==> src/rtl/unmask3_serial_pkg.sv <==
// Shared masking definitions: FSM state encoding, share count and default width
// used by the serial three-share recombiner and its share registers.
package unmask3_serial_pkg;

    localparam int N_SHARES  = 3;
    localparam int DEFAULT_W = 8;

    typedef enum logic [2:0] {
        IDLE = 3'd0,
        S0   = 3'd1,
        S1   = 3'd2,
        S2   = 3'd3,
        OUT  = 3'd4
    } unmask_state_t;

endpackage

==> src/rtl/unmask3_serial_share_reg.sv <==
// One masked share held in isolation: synchronous load, synchronous clear.
// Clear wins over load so residue can never survive a clear request.
module share_reg
    import unmask3_serial_pkg::*;
#(
    parameter int W = DEFAULT_W
) (
    input  logic         clk,
    input  logic         srst,
    input  logic         load,
    input  logic         clr,
    input  logic [W-1:0] d,
    output logic [W-1:0] q
);

    logic [W-1:0] q_reg;

    always_ff @(posedge clk) begin
        if (srst || clr) begin
            q_reg <= '0;
        end else if (load) begin
            q_reg <= d;
        end
    end

    assign q = q_reg;

endmodule

==> src/rtl/unmask3_serial.sv <==
// Serial unmasking of a three-share word: each share is folded into the
// accumulator in its own cycle so no two shares ever meet in one logic cone.
module unmask3_serial
    import unmask3_serial_pkg::*;
#(
    parameter int W = DEFAULT_W
) (
    input  logic         clk,
    input  logic         rst,
    input  logic         in_valid,
    output logic         in_ready,
    input  logic [W-1:0] is0,
    input  logic [W-1:0] is1,
    input  logic [W-1:0] is2,
    output logic         out_valid,
    input  logic         out_ready,
    output logic [W-1:0] out_data,
    output logic         busy
);

    unmask_state_t               state_reg;
    logic [W-1:0]                acc_reg;
    logic                        in_ready_reg;
    logic                        out_valid_reg;
    logic                        busy_reg;

    logic [N_SHARES-1:0][W-1:0]  share_d;
    logic [N_SHARES-1:0][W-1:0]  share_q;
    logic                        in_fire;
    logic                        out_fire;
    logic                        share_clr;

    // Outputs are masked by rst so they read idle during the reset cycle itself.
    assign in_ready  = in_ready_reg  & ~rst;
    assign out_valid = out_valid_reg & ~rst;
    assign busy      = busy_reg      & ~rst;
    assign out_data  = out_valid ? acc_reg : '0;

    assign in_fire   = in_valid & in_ready;
    assign out_fire  = out_valid & out_ready;
    assign share_clr = (state_reg == S2);
    assign share_d   = {is2, is1, is0};

    generate
        for (genvar gi = 0; gi < N_SHARES; gi++) begin : g_share
            share_reg #(
                .W (W)
            ) u_share (
                .clk  (clk),
                .srst (rst),
                .load (in_fire),
                .clr  (share_clr),
                .d    (share_d[gi]),
                .q    (share_q[gi])
            );
        end
    endgenerate

    always_ff @(posedge clk) begin
        if (rst) begin
            state_reg     <= IDLE;
            acc_reg       <= '0;
            in_ready_reg  <= 1'b1;
            out_valid_reg <= 1'b0;
            busy_reg      <= 1'b0;
        end else begin
            case (state_reg)
                IDLE: begin
                    if (in_fire) begin
                        state_reg    <= S0;
                        in_ready_reg <= 1'b0;
                        busy_reg     <= 1'b1;
                    end
                end
                S0: begin
                    acc_reg   <= share_q[0];
                    state_reg <= S1;
                end
                S1: begin
                    acc_reg   <= acc_reg ^ share_q[1];
                    state_reg <= S2;
                end
                S2: begin
                    acc_reg       <= acc_reg ^ share_q[2];
                    out_valid_reg <= 1'b1;
                    state_reg     <= OUT;
                end
                OUT: begin
                    // Wipe the unmasked value as soon as it has been consumed.
                    if (out_fire) begin
                        acc_reg       <= '0;
                        out_valid_reg <= 1'b0;
                        busy_reg      <= 1'b0;
                        in_ready_reg  <= 1'b1;
                        state_reg     <= IDLE;
                    end
                end
                default: begin
                    acc_reg       <= '0;
                    out_valid_reg <= 1'b0;
                    busy_reg      <= 1'b0;
                    in_ready_reg  <= 1'b1;
                    state_reg     <= IDLE;
                end
            endcase
        end
    end

endmodule
==> config.mk <==
export PLATFORM = sky130hd
export DESIGN_NAME = unmask3_serial
export DESIGN_NICKNAME = d
export VERILOG_FILES = /design/src/rtl/unmask3_serial_pkg.sv /design/src/rtl/unmask3_serial_share_reg.sv /design/src/rtl/unmask3_serial.sv
export SDC_FILE = /design/constraint.sdc
export NUM_CORES = 1
export LEC_CHECK = 0
export CELL_PAD_IN_SITES_DETAIL_PLACEMENT = 0
export CELL_PAD_IN_SITES_GLOBAL_PLACEMENT = 1
export CORE_UTILIZATION = 39
export CTS_BUF_LIST = sky130_fd_sc_hd__clkbuf_8
export CTS_CLUSTER_SIZE = 24
export DETAILED_ROUTE_END_ITERATION = 8
export PLACE_DENSITY = 0.92
export SLEW_MARGIN = 20
export SYNTH_ARGS = -nofsm -noshare
export SYNTH_HDL_FRONTEND = slang
export SYNTH_SLANG_ARGS = --single-unit
==> constraint.sdc <==
create_clock -name clk -period 1.4 [get_ports clk]
set_input_delay 0.14 -clock clk [delete_from_list [all_inputs] [get_ports clk]]
set_output_delay 0.14 -clock clk [all_outputs]
set_load 0.05 [all_outputs]
==> results of run 1 <==
-- power by group through the flow --
| stage | clock network (W) | registers (W) | logic [W] |
|---|---|---|---|
| 3_3_place_gp | 0 | 0.00119 | 0.000426 |
| 4_1_cts | 0.000711 | 0.00117 | 0.000435 |
| 5_1_grt | 0.000749 | 0.00118 | 0.000468 |
| 3_5_place_dp | 0 | 0.00120 | 0.000431 |
| 6_report | 0.000687 | 0.00117 | 0.000433 |
| 2_1_floorplan | 0 | 0.00118 | 0.000278 |
-- worst max-delay path by stage --
stage / start / cells past startpoint / endpoint
2_1_floorplan: out_valid_reg / 3 / out_data[0]
5_1_grt: out_valid_reg / 4 / out_data[2]
6_report: out_valid_reg / 4 / out_data[5]
4_1_cts: out_valid_reg / 4 / out_data[7]
3_5_place_dp: rst / 5 / out_data[3]
3_3_place_gp: rst / 5 / out_data[4]
-- repair_timing --
action,in CTS,in global routing
pin swaps,0,1
setup buffers,1,0
gates resized for setup,5,4
setup endpoints to repair,9,9
-- per-layer routing --
metal,GRT usage,vias up
met4,0.0600,0
li1,-,805
met2,0.323,35
met1,0.209,699
met3,0.0447,4
met5,0,-
-- metrics by stage --
step	hold slack, ns	cell area [um^2]
floorplan	0.274	1830
global placement	0.442	2430
detailed placement	0.446	2430
CTS	0.391	2520
global route	0.408	2530
finish	0.402	2530
-- placed cells by master (no fill, tap or decap), types with 2 or more instances in the layout --
master,netlist,layout
mux2i_1,9,9
dfxtp_1,38,36
a31oi_1,7,7
nand2_1,51,51
buf_4,1,15
a21oi_1,9,9
a32oi_1,8,8
buf_12,1,14
clkbuf_8,0,5
and2_2,0,5
inv_1,0,2
dfxtp_2,0,2
or3_1,7,7
and3b_1,2,2
clkdlybuf4s50_1,0,26
nand3b_1,3,3
a21oi_2,20,20
nor2b_1,4,2
nand3_1,9,9
and2_4,0,3
-- kinds of logic after synthesis --
family	Yosys count	synth area share
compound gates	47	0.202
xor+xnor	1	0.00483
buf+inv	16	0.0683
flops	38	0.419
mux	9	0.0497
simple gates	92	0.256
-- layout make-up --
| type | count | area, um^2 |
|---|---|---|
| Timing Repair Buffer | 57 | 673 |
| Clock buffer | 5 | 68.8 |
| Tap cell | 52 | 65.1 |
| Clock inverter | 2 | 7.51 |
| Fill cell | 405 | 1880 |
| Multi-Input combinational cell | 149 | 953 |
| Sequential cell | 38 | 763 |
-- worst max-delay path, stage by stage (launching register included) --
cell	delay, ns
dfxtp_2	0.33
nor2b_4	0.13
buf_6	0.13
and2_2	0.20
buf_12	0.15
==> summary.md, run 1 <==
| Metric | Value |
|---|---|
| Fin crit share | 0.980 |
| Via/cell ratio | 5.09 |
| EDFF count, synth | 0 |
| CP startpoint kind | register |
| Setup TNS | 0 ns |
| Internal Power | 0.00168 W |
| Die Ht | 70.2 um |
| # setup viols final | 0 |
| Num CTS Buffers | 5 |
| Async SR Flop Fraction | 0 |
| Worst Setup End Kind | primary output |
| Flops & latches, synth | 38 |
| Fin cells | 303 |
| Fraction of layout cells with a size suffix above 1 | 0.283 |
| Worst EP required | 1.26 ns |
| Synth-to-layout area growth | 39.5% |
| DR vias | 1543 |
| Post-Route WL | 4000 um |
| Gpl congestion | 0.795 |
| Met2 WL | 1990 um |
| Core Util, Final | 0.573 |
| Mean Syn Cell Area | 8.94 um^2 |
| Most common cell in the synthesized netlist | nand2_1 |
| Max reg flops | 24 |
| Least-Margin Pin Slew | 0.384 ns |
| Clock Skew | 0.00901 ns |
| Status | finished clean |
| Top routing layer in use | met4 |
| Clk pwr share | 0.300 |
| Nets@finish | 279 |
| FF-to-FF End | acc_reg[1] |
| DRC viols | 0 |
| Clock Latency Late Sink | 0.29 ns |
| Syn_nets | 231 |
| Final WS setup | 0.0283 ns |
| Vias in the first global route | 1512 |
| Setup WS pre-CTS | -0.105 ns |
| Top-Level Pins | 39 |
| Placed cells | 295 |
| Post-synth top cells | 51 x nand2_1, 38 x dfxtp_1, 20 x a21oi_2 |
| # clock sinks | 38 |
| Fin crit period | 1.37 ns |
| Final Max Slew Viols | 0 |
| First-pass GRT wire length | 7000 um |
| Worst hold start | is2[4] |
| Unrepaired setup endpoints after global routing | true |
| Cell Rows | 24 |
| Post-synth top area share | 0.419 |
| Max Cap Violations | 0 |
| Power Density | 905 nW/um^2 |
| Combinational Power Share | 0.189 |
| R2R cell count | 4 |
| Core Area | 4410 um^2 |
| Switch share | 0.266 |
| Wire length on met1 | 1790 um |
| Die area | 4930 um^2 |
| CP max FO | 7 |
| Pleak | 0.903 nW |
| Library cells used by synthesis | 30 |
| Predominant post-synthesis flop cell | dfxtp_1 |
| Final ANT Viol Nets | 0 |
| Starting density of the core | 0.411 |
| CTS tree | built |
| Synth area leader | dfxtp_1 |
| Hold path cells | 3 |
| Area of the mapped netlist | 1810 um^2 |
| F_max | 729 MHz |
| Fin. Hold Viols | 0 |
| Flop pwr share | 0.512 |
| Wire per inst | 13.2 um |
| Maximum VDD drop | 0.000412 V |
| Die W | 70.2 um |
| Synth warnings | 0 |
| Aggregate global-route resource usage | 0.180 |
| GRT overflow | 0 |
| Slew headroom | 0.744 |
| R2r setup slk | 0.12 ns |
| Buffers added on ports | 38 |
| Register area share after synthesis | 0.419 |
| Worst Hold Class | in2reg |
| Dpl hpwl | 2900 um |
| Critical path class | reg2out |
| Antenna violations before repair | 0 |
| Clk buf depth | 2 |
| Hold Buf Count CTS | 0 |
| Detailed router's first-iteration violation count | 72 |
| Net switching power | 0.000610 W |
| H-tree Lvls | 2 |
| Worst-path clk slew | 0.07 ns |
| Top cells by area, synth | dfxtp_1 42%, nand2_1 11%, a21oi_2 9.7% |
| Largest net degree at the start of global routing | 26 |
| # diodes | 0 |
| Critical R2R Launch | state_reg[2] |
| Crit path arrival time | 1.23 ns |
| 1st-pass router iterations | 4 |
| Cell count after synthesis | 203 |
| Worst hold path endpoint | g_share[2].u_share.q[4] |
| Clk root buf | clkbuf_8 |
| Routed wl met3 | 179 um |
| Final Power | 0.00229 W |
(Power assumes the default switching activity.)
==> run 2, diff against run 1 <==
--- a/config.mk
+++ b/config.mk
@@ -7,11 +7,12 @@
 export LEC_CHECK = 0
 export CELL_PAD_IN_SITES_DETAIL_PLACEMENT = 0
 export CELL_PAD_IN_SITES_GLOBAL_PLACEMENT = 1
-export CORE_UTILIZATION = 39
+export CORE_UTILIZATION = 40
 export CTS_BUF_LIST = sky130_fd_sc_hd__clkbuf_8
 export CTS_CLUSTER_SIZE = 24
 export DETAILED_ROUTE_END_ITERATION = 8
-export PLACE_DENSITY = 0.92
+export DONT_BUFFER_PORTS = 1
+export PLACE_DENSITY = 0.79
 export SLEW_MARGIN = 20
 export SYNTH_ARGS = -nofsm -noshare
 export SYNTH_HDL_FRONTEND = slang
==> run 2 against run 1 <==
Global-route usage up 1.1 points. Utilization down 1.7 points. Hold slack worse by 0.37 ns. Count of clock-buffer cells in the layout up 1. Critical path type unchanged.
==> summary.md, run 2 (synthesis results as in run 1) <==
| Metric | Value |
|---|---|
| Gpl congestion | 0.765 |
| Top-Level Pins | 39 |
| Die Ht | 69.3 um |
| Clk buf depth | 2 |
| Worst-path clk slew | 0.07 ns |
| # clock sinks | 38 |
| Vias in the first global route | 1506 |
| Placed inst area | 2050 um^2 |
| Clk root buf | clkbuf_8 |
| GRT overflow | 0 |
| DRC viols | 0 |
| Starting density of the core | 0.417 |
| F_max | 743 MHz |
| Largest net degree at the start of global routing | 27 |
| Post-Route WL | 4270 um |
| DR vias | 1572 |
| Clock Latency Late Sink | 0.30 ns |
| Buffers added on ports | 0 |
| FF-to-FF End | acc_reg[1] |
| Combinational Power Share | 0.165 |
| Worst EP required | 1.26 ns |
| H-tree Lvls | 2 |
| Cell Rows | 24 |
| Fin crit period | 1.35 ns |
| Final Power | 0.00234 W |
| Final Max Slew Viols | 0 |
| Switch share | 0.273 |
| Critical R2R Launch | state_reg[0] |
| Worst Setup End Kind | primary output |
| Clock Skew | 0.00509 ns |
| Core Area | 4350 um^2 |
| Antenna violations before repair | 0 |
| Detailed router's first-iteration violation count | 109 |
| Nets@finish | 272 |
| Post-route cell area | 2420 um^2 |
| Fin crit share | 0.961 |
| Worst Hold Class | in2reg |
| Slew headroom | 0.637 |
| Commonest non-fill, non-tap cells in the layout | 51 x nand2_1, 37 x dfxtp_1, 25 x dlygate4sd3_1 |
| Fin. Hold Viols | 0 |
| CTS tree | built |
| Worst hold start | rst |
| R2r setup slk | 0.17 ns |
| Final ANT Viol Nets | 0 |
| # fillers | 373 |
| Power Density | 967 nW/um^2 |
| Hold slack | 0.0317 ns |
| CP startpoint kind | register |
| R2R cell count | 4 |
| Net switching power | 0.000640 W |
| Clk pwr share | 0.336 |
| Die W | 69.3 um |
| Flop pwr share | 0.498 |
| CP max FO | 7 |
| Pleak | 0.863 nW |
| Worst hold path endpoint | busy_reg |
| Internal Power | 0.00170 W |
| # diodes | 0 |
| Fraction of layout cells with a size suffix above 1 | 0.273 |
| Dpl hpwl | 2740 um |
| Aggregate global-route resource usage | 0.191 |
| Critical path class | reg2out |
| Max Cap Violations | 0 |
| # setup viols final | 0 |
| 1st-pass router iterations | 4 |
| Max reg flops | 24 |
| Die area | 4810 um^2 |
| Status | finished clean |
| Synth-to-layout area growth | 33.6% |
| Hold path cells | 3 |
| Crit path arrival time | 1.21 ns |
| Reg area | 762 um^2 |
| Footprint of the multi-input gates | 951 um^2 |
| Most common cell after layout, fill and taps aside | nand2_1 |
| Setup TNS | 0 ns |
| Via/cell ratio | 5.29 |
| Maximum VDD drop | 0.000651 V |
| Unrepaired setup endpoints after global routing | false |
| Least-Margin Pin Slew | 0.543 ns |
| Num CTS Buffers | 5 |
| Wire per inst | 14.4 um |
| First-pass GRT wire length | 7180 um |
## run 2: what timing repair did
item	CTS	global route
setup buffers	1	1
hold buffers	24	1
hold endpoints to repair	36	1
cloned	0	0
resized for setup	4	1
endpoints found under the setup margin	7	5
## run 2: power groups by stage
stage | Sequential [W] | Combinational [W] | Clock [W]
after floorplan | 0.00118 | 0.000278 | 0
after CTS | 0.00117 | 0.000383 | 0.000792
after global routing | 0.00117 | 0.000420 | 0.000857
after detailed placement | 0.00119 | 0.000321 | 0
after global placement | 0.00119 | 0.000318 | 0
final | 0.00117 | 0.000387 | 0.000788
## run 2: final cells by class
| type | count | area share |
|---|---|---|
| Multi-Input combinational cell | 149 | 0.392 |
| Sequential cell | 38 | 0.314 |
| Timing Repair Buffer | 50 | 0.229 |
| Clock buffer | 6 | 0.0341 |
| Tap cell | 52 | 0.0268 |
| Clock inverter | 2 | 0.00361 |
## run 2: worst max-delay path by stage
stage                                         end     startpoint  slack (ns)  cells after the start
after floorplan                       out_data[0]  out_valid_reg       -0.02                      3
after global placement    g_share[2].u_share.q[5]   state_reg[1]        0.17                      3
after detailed placement               acc_reg[0]   state_reg[0]        0.18                      4
after CTS                             out_data[1]  out_valid_reg        0.02                      4
after global routing                  out_data[1]  out_valid_reg        0.02                      4
final                                 out_data[1]  out_valid_reg        0.05                      4
## run 2: per-stage QoR
stage / cells / setup WS, ns / utilization
4_1_cts: 295 / 0.0156 / 0.552
2_1_floorplan: 203 / -0.0204 / -
3_3_place_gp: 262 / 0.170 / 0.471
6_report: 297 / 0.0541 / 0.557
3_5_place_dp: 262 / 0.176 / 0.471
5_1_grt: 297 / 0.0182 / 0.557
## run 2: per-layer routing
layer	global-route usage	up-vias	routed length, um
li1	-	791	-
met5	0	-	0
met1	0.240	737	1940
met4	0.0952	0	89
met3	0.0451	7	163
met2	0.306	37	2070
## run 2: worst max-delay path, stage by stage (launching register included)
cell and delay [ns]:
dfxtp_2 0.32, nor2b_4 0.12, buf_6 0.12, and2_2 0.20
buf_12 0.15
